File: src/rtl/psdsqrt_seq.sv
// Sequential integer square root: floor root and remainder, one root bit per clock, MSB first.
// Latency SQW cycles from accepting edge to done; start ignored while busy, accepted in the done cycle.
// Optional round-to-nearest root via PSDSQRT_SEQ_ROUND_EN (remainder stays floor-based).
module psdsqrt_seq #(
  parameter int XW = 32
) (
  input  logic            clock,
  input  logic            reset,
  input  logic            start,
  input  logic [XW-1:0]   xin,
  output logic            busy,
  output logic            done,
  output logic [XW/2-1:0] sqrt,
  output logic [XW/2:0]   rem
);

  localparam int SQW = XW / 2;
  localparam int CW  = (SQW > 1) ? $clog2(SQW) : 1;
  localparam logic [CW-1:0]  LAST = CW'(SQW - 1);
  localparam logic [SQW-1:0] TOP  = SQW'(1) << (SQW - 1);

  typedef enum logic {IDLE, RUN} state_t;

  state_t         state, state_nxt;
  logic [XW-1:0]  op;
  logic [XW-1:0]  psq;
  logic [SQW-1:0] partial;
  logic [SQW-1:0] trial;
  logic [CW-1:0]  cnt;
  logic           load;
  logic           last;

  logic [SQW-1:0] test;
  logic [XW-1:0]  test_ext;
  logic [XW-1:0]  test_sq;
  logic           fit;
  logic [SQW-1:0] part_nxt;
  logic [XW-1:0]  psq_nxt;
  logic [SQW:0]   rem_nxt;
  logic [SQW-1:0] root_out;

  always_ff @(posedge clock or posedge reset) begin
    if (reset) state <= IDLE;
    else       state <= state_nxt;
  end

  always_comb begin
    state_nxt = state;
    load      = 1'b0;
    last      = 1'b0;
    case (state)
      IDLE: begin
        if (start) begin
          load      = 1'b1;
          state_nxt = RUN;
        end
      end
      RUN: begin
        if (cnt == LAST) begin
          last      = 1'b1;
          state_nxt = IDLE;
        end
      end
      default: state_nxt = IDLE;
    endcase
  end

  // psq tracks partial^2 so the remainder needs no second squarer.
  always_comb begin
    test     = partial | trial;
    test_ext = XW'(test);
    test_sq  = test_ext * test_ext;
    fit      = (op >= test_sq);
    part_nxt = fit ? test : partial;
    psq_nxt  = fit ? test_sq : psq;
    rem_nxt  = op[SQW:0] - psq_nxt[SQW:0];
`ifdef PSDSQRT_SEQ_ROUND_EN
    if ((rem_nxt > {1'b0, part_nxt}) && (part_nxt != {SQW{1'b1}}))
      root_out = part_nxt + SQW'(1);
    else
      root_out = part_nxt;
`else
    root_out = part_nxt;
`endif
  end

  always_ff @(posedge clock or posedge reset) begin
    if (reset) begin
      op      <= '0;
      psq     <= '0;
      partial <= '0;
      trial   <= '0;
      cnt     <= '0;
      done    <= 1'b0;
      sqrt    <= '0;
      rem     <= '0;
    end else begin
      done <= last;
      if (load) begin
        op      <= xin;
        psq     <= '0;
        partial <= '0;
        trial   <= TOP;
        cnt     <= '0;
      end else if (state == RUN) begin
        partial <= part_nxt;
        psq     <= psq_nxt;
        trial   <= trial >> 1;
        cnt     <= cnt + CW'(1);
      end
      if (last) begin
        sqrt <= root_out;
        rem  <= rem_nxt;
      end
    end
  end

  assign busy = (state == RUN);

endmodule

File: config.mk
export PLATFORM = sky130hd
export DESIGN_NAME = psdsqrt_seq
export DESIGN_NICKNAME = d
export VERILOG_FILES = /design/src/rtl/psdsqrt_seq.sv
export SDC_FILE = /design/constraint.sdc
export NUM_CORES = 1
export LEC_CHECK = 0
export CAP_MARGIN = 20
export CORE_MARGIN = 1.5
export CORE_UTILIZATION = 55
export DETAILED_ROUTE_END_ITERATION = 7
export PLACE_DENSITY = 0.76
export SYNTH_ARGS = -nofsm -noshare
export SYNTH_HDL_FRONTEND = slang
export SYNTH_SLANG_ARGS = --single-unit
File: constraint.sdc
create_clock -name clock -period 10.9 [get_ports clock]
set_clock_uncertainty 0.15 [all_clocks]
set_input_delay 1.635 -clock clock [delete_from_list [all_inputs] [get_ports clock]]
set_output_delay 1.635 -clock clock [all_outputs]
set_load 0.02 [all_outputs]
== Word-level counts from Yosys, hierarchy flattened ==
Index checks and enable logic that the tools add are counted.
Word-level totals
  output and inout port bits: 35
  bits of input ports: 35
  logic and storage cells: 33
  flip-flop bits (word level): 120
Operators by class
  magnitude comparators: 1
  bitwise gates (word level): 2
  $mul: 1
  muxes and demuxes: 16
  $add $sub $neg: 2
  equality and inequality tests: 1
  reduce and logical (&&, ||, !) cells: 1
Operator list (number)
  2-to-1 mux 16 bit: 5
  2-to-1 mux 17 bit: 3
  >= comparator 32 bit: 1
  multiplier 16 x 16 -> 32 bit: 1
  subtractor 17 bit: 1
  bitwise OR 16 bit: 1
  2-to-1 mux 4 bit: 2
  2-to-1 mux 1 bit: 5
  adder 4 x 1 -> 4 bit, second input constant: 1
  equality test 4 bit, second input constant: 1
  case mux 1 bit (2 select lines): 1
  nonzero test 2 bit: 1
  inverter 1 bit: 1

== Depth between registers and ports, before layout ==
  depth in word-level cells: 6
  depth in mapped cells: 47
  mapped depth without buffers: 45

== Worst setup path after synthesis ==
No wires, ideal clock.
  kind: reg2reg
  start: register trial[3]
  end: register rem[14]
  slack: 1.075 ns
  data arrival time: 9.579 ns
  library setup time: 0.095 ns
  stages on the path, launching flop included: 43
  path buffers: 2
  clock period less this slack: 9.825 ns
  cells stage by stage: dfrtp_1 -> nor2_1 -> clkinv_1 -> nand2_1 -> inv_1 -> fa_1 -> inv_1 -> fa_1 -> inv_1 -> fa_1 -> fa_1 -> fa_1 -> inv_1 -> fa_1 -> inv_1 -> ha_1 -> and2_1 -> and3_1 -> [7 not listed] -> ha_1 -> nand4_1 -> nor4_1 -> a211o_1 -> buf_6 -> clkbuf_1 -> a21oi_1 -> ha_1 -> fa_1 -> nor2b_1 -> o31a_1 -> o211ai_1 -> a21oi_1 -> nor2_1 -> a211oi_1 -> o21ai_0 -> and3_1 -> o31ai_1
On the way
  cells in the longest elaborated chain, start to end: 5
Ends and longest elaborated chain
  from (decl): RTL line 28  | logic [SQW-1:0] trial;
  from (signal assigned): RTL line 108  | trial <= trial >> 1;
  bitwise OR 16 bit (*): RTL line 70  | test = partial | trial;
  multiplier 16 x 16 -> 32 bit (*): RTL line 72  | test_sq = test_ext * test_ext;
  >= comparator 32 bit: RTL line 73  | fit = (op >= test_sq);
  2-to-1 mux 17 bit (*): RTL line 75  | psq_nxt = fit ? test_sq : psq;
  subtractor 17 bit (*): RTL line 76  | rem_nxt = op[SQW:0] - psq_nxt[SQW:0];
  to (signal assigned): RTL line 113  | rem <= rem_nxt;
  to (decl): RTL line 14  | output logic [XW/2:0] rem
Mark *: on every way between the ends. The rest lies on a longest branch, timed or not.
A chain may end at the register's enable or synchronous reset.

== Worst setup path in the final report ==
  start: register trial[4]
  end: register rem[16]
Same word-level chain as after synthesis.

==> flow_summary_export.csv <==
group,metric,value,unit
placement,placement.cell_area,0.01427,sq mm
cells_and_area,antenna_cells_inserted,0,
floorplanning,initial_core_util,0.5619,
cells_and_area,finalInstanceArea,0.01495,sq mm
sta,fin_ws,606.5,ps
setup_path,critPathMaxStageDelay,530,ps
route,route.vias.total,10407,
floorplanning,dieArea,0.02492,sq mm
clocking,clock_tree.buffer_depth,2,
setup_path,timing.critical_path.max_delay_family,"adder cells",
global_route,grt_max_degree,84,
logic_synthesis,post_synth_instance_area,0.01319,sq mm
sta,fin_crit,10290,ps
run_status,outcome,"finished, final reports clean",
clocking,tritoncts,"built",
floorplanning,chipWidth,157.9,um
clocking,number_of_buffers_created_by_cts,17,
min_path,hold_class,"flop to flop",
logic_synthesis,avgSynthCellArea,8.805,sq um
sta,timing.max_slew.rel_slack,0.3577,
cells_and_area,drive_above_1_share,0.07561,
route,wirelength,31.85,mm
setup_path,critical_path.n_buffers_inverters,6,
logic_synthesis,synthesized_netlist_cell_count,1498,
floorplanning,fp.dieH,157.9,um
global_route,remaining_global_route_overflow,0,
setup_path,crit_path_end_kind,"flop",
cells_and_area,fillCellCount,1980,
run,cap_viol_max_count,0,
placement,dpl.cell_count,1862,
setup_path,reg2reg_setup_slack,610,ps
cells_and_area,syn2layout_area_growth,13.34,%
sta,setup_tns,0,ps
route,detail_route.drc_violations,0,
floorplanning,ios,70,
setup_path,timing.critical_path.required,11040,ps
global_route,first_global_vias,10444,
setup_path,timing.reg2reg.worst_path_depth,39,
sta,maxSlewViolCount,0,
clocking,cts_max_level,4,
sta,grt_setup_unrepaired,"no",
setup_path,source_of_the_worst_register_to_register_timing_path,"trial[4]",
sta,max_clock_freq,97.15,MHz
clocking,worst_setup_hold_path_clk_slew,60,ps
logic_synthesis,synth-edff-count,0,
setup_path,crit_slowest_cell,"sky130_fd_sc_hd__fa_1",
min_path,hold-path-cell-count,2,
setup_path,worst_r2r_endpoint,"rem[16]",
placement,port-buffer-count,69,
setup_path,critical_path_peak_fanout,19,
route,drt-wirelength-per-cell,16.71,um
sta,worst_slew_pin_slew,962.4,ps
placement,finalWeightedCongestion,0.9400,
logic_synthesis,synth_sequential_area_ratio,0.2277,
global_route,antenna_found_initial,0,
logic_synthesis,ff_latch_count_synth,120,
placement,detailedPlacementHpwl,25.56,mm
route,postRouteAntennaNets,0,
logic_synthesis,synth.net_count,1840,
logic_synthesis,yosys_warnings,0,
setup_path,critPathKind,"flop to flop",
cells_and_area,design.final.nets,1916,
setup_path,crit_top_cell,"sky130_fd_sc_hd__fa_1",
route,post_drt_via_cell_ratio,5.460,
floorplanning,rows,56,
setup_path,timing.critical_path.from_type,"flop",
setup_path,worstPathArrival,10430,ps
min_path,hold_start,"sqrt[1]",
clocking,clock_insertion_delay_at_the_later_pin_of_the_skew_report,430,ps
logic_synthesis,yosys.cell_types.count,57,
clocking,cts.sink_count,120,
clocking,clock-root-buffer,"sky130_fd_sc_hd__clkbuf_16",
logic_synthesis,synth_async_sr_flop_share,1.000,
global_route,globalRouteTotalUtil,0.2791,
sta,timing.final.setup_violations,0,
sta,timing.final.crit_share,0.9444,
cells_and_area,final_cells,1906,
floorplanning,core_area,0.02347,sq mm
sta,final_hold_viol_count,0,
placement,dpl_worst_slack,299.4,ps
global_route,grt_pass1_wl,53.21,mm
logic_synthesis,synth_top_flop_cell,"sky130_fd_sc_hd__dfrtp_1",
min_path,min_to,"sqrt[1]",
route,drt_initial_violations,657,
route,drtPass1Iterations,6,
-- final cells by class --
class / instances / area (sq um) / area share
inverters: 265 / 1008 / 0.06746
clock inverters: 13 / 95.09 / 0.006361
well taps: 319 / 399.1 / 0.02670
multi-input cells: 1066 / 9027 / 0.6039
clock buffers: 19 / 442.9 / 0.02963
flip-flops and latches: 120 / 3003 / 0.2009
repair buffers: 104 / 973.4 / 0.06512
-- placed cells by master, fill, tap and decap left out, drive strengths merged, types with 6 or more instances in the layout --
cell type,n
fa,160
nand2,259
clkdlybuf4s50,69
dfrtp,120
nor2b,7
nand4,6
inv,264
clkinvlp,6
xor2,25
o21ai,79
ha,147
nand2b,6
nor2,116
a31o,15
xnor2,24
nor3,15
buf,35
or2,12
nand3,11
a21o,19
clkbuf,19
mux2,9
a211oi,9
o21bai,8
a21oi,76
clkinv,8
-- flip-flops by register name (all words and copies together) (netlist names) --
signal	flops
partial	16
trial	16
psq	17
done	1
op	32
busy	1
rem	17
sqrt	16
cnt	4
-- metal layers --
metal	vias up	track usage	wire, um
met4	0	0.07772	758
li1	4915	-	-
met1	5068	0.3802	13850
met2	369	0.4520	15060
met3	55	0.05803	2181
met5	-	0	0
-- cells by family after synthesis --
| group | share of synthesized area |
|---|---|
| AO/OA/AOI/OAI | 0.1127 |
| XOR/XNOR | 0.03254 |
| adder cells (fa/ha/maj) | 0.3830 |
| buffers and inverters | 0.08955 |
| flip-flops | 0.2277 |
| multiplexers | 0.01148 |
| AND/OR/NAND/NOR | 0.1430 |
-- timing repair --
item	in CTS	in global routing
resized for setup	0	14
endpoints found under the setup margin	0	8
hold buffers	0	0
buffers inserted	0	11
-- worst max path at each step --
stage	from	end	slack, ps	cells past startpoint
after CTS	trial[6]	rem[16]	240	39
after detailed placement	trial[6]	rem[16]	300	39
after global placement	trial[6]	rem[16]	560	39
after floorplan	trial[3]	rem[14]	1080	42
after global routing	trial[9]	rem[16]	30	41
final	trial[4]	rem[16]	610	39
-- stage by stage --
| step | utilization | hold slack [ps] |
|---|---|---|
| detailed placement | 0.6080 | 318.8 |
| floorplan | - | 299.1 |
| CTS | 0.6309 | 331.7 |
| finish | 0.6369 | 327.6 |
| global route | 0.6369 | 353.3 |
| global placement | 0.6080 | 310.6 |
-- worst min-delay path: stages (launching register included) --
cell                      delay [ps]
sky130_fd_sc_hd__dfrtp_1         340
sky130_fd_sc_hd__nand2_1          50
sky130_fd_sc_hd__o21ai_0          60
-- synth_stat cells (12+ instances only) --
| master | number | share of area |
|---|---|---|
| sky130_fd_sc_hd__nand2_1 | 259 | 0.074 |
| sky130_fd_sc_hd__xor2_1 | 25 | 0.017 |
| sky130_fd_sc_hd__a21o_1 | 19 | 0.011 |
| sky130_fd_sc_hd__clkbuf_1 | 43 | 0.012 |
| sky130_fd_sc_hd__a21oi_1 | 75 | 0.028 |
| sky130_fd_sc_hd__ha_1 | 147 | 0.14 |
| sky130_fd_sc_hd__inv_1 | 258 | 0.073 |
| sky130_fd_sc_hd__a31o_2 | 14 | 0.0093 |
| sky130_fd_sc_hd__dfrtp_1 | 120 | 0.23 |
| sky130_fd_sc_hd__nor3_1 | 15 | 0.0057 |
| sky130_fd_sc_hd__o21ai_0 | 70 | 0.027 |
| sky130_fd_sc_hd__or2_2 | 12 | 0.0057 |
| sky130_fd_sc_hd__nor2_1 | 116 | 0.033 |
| sky130_fd_sc_hd__xnor2_1 | 24 | 0.016 |
| sky130_fd_sc_hd__fa_1 | 160 | 0.24 |
Power is not shown: default switching activity piles up to over one toggle a cycle in this logic, so the estimate is an artifact.
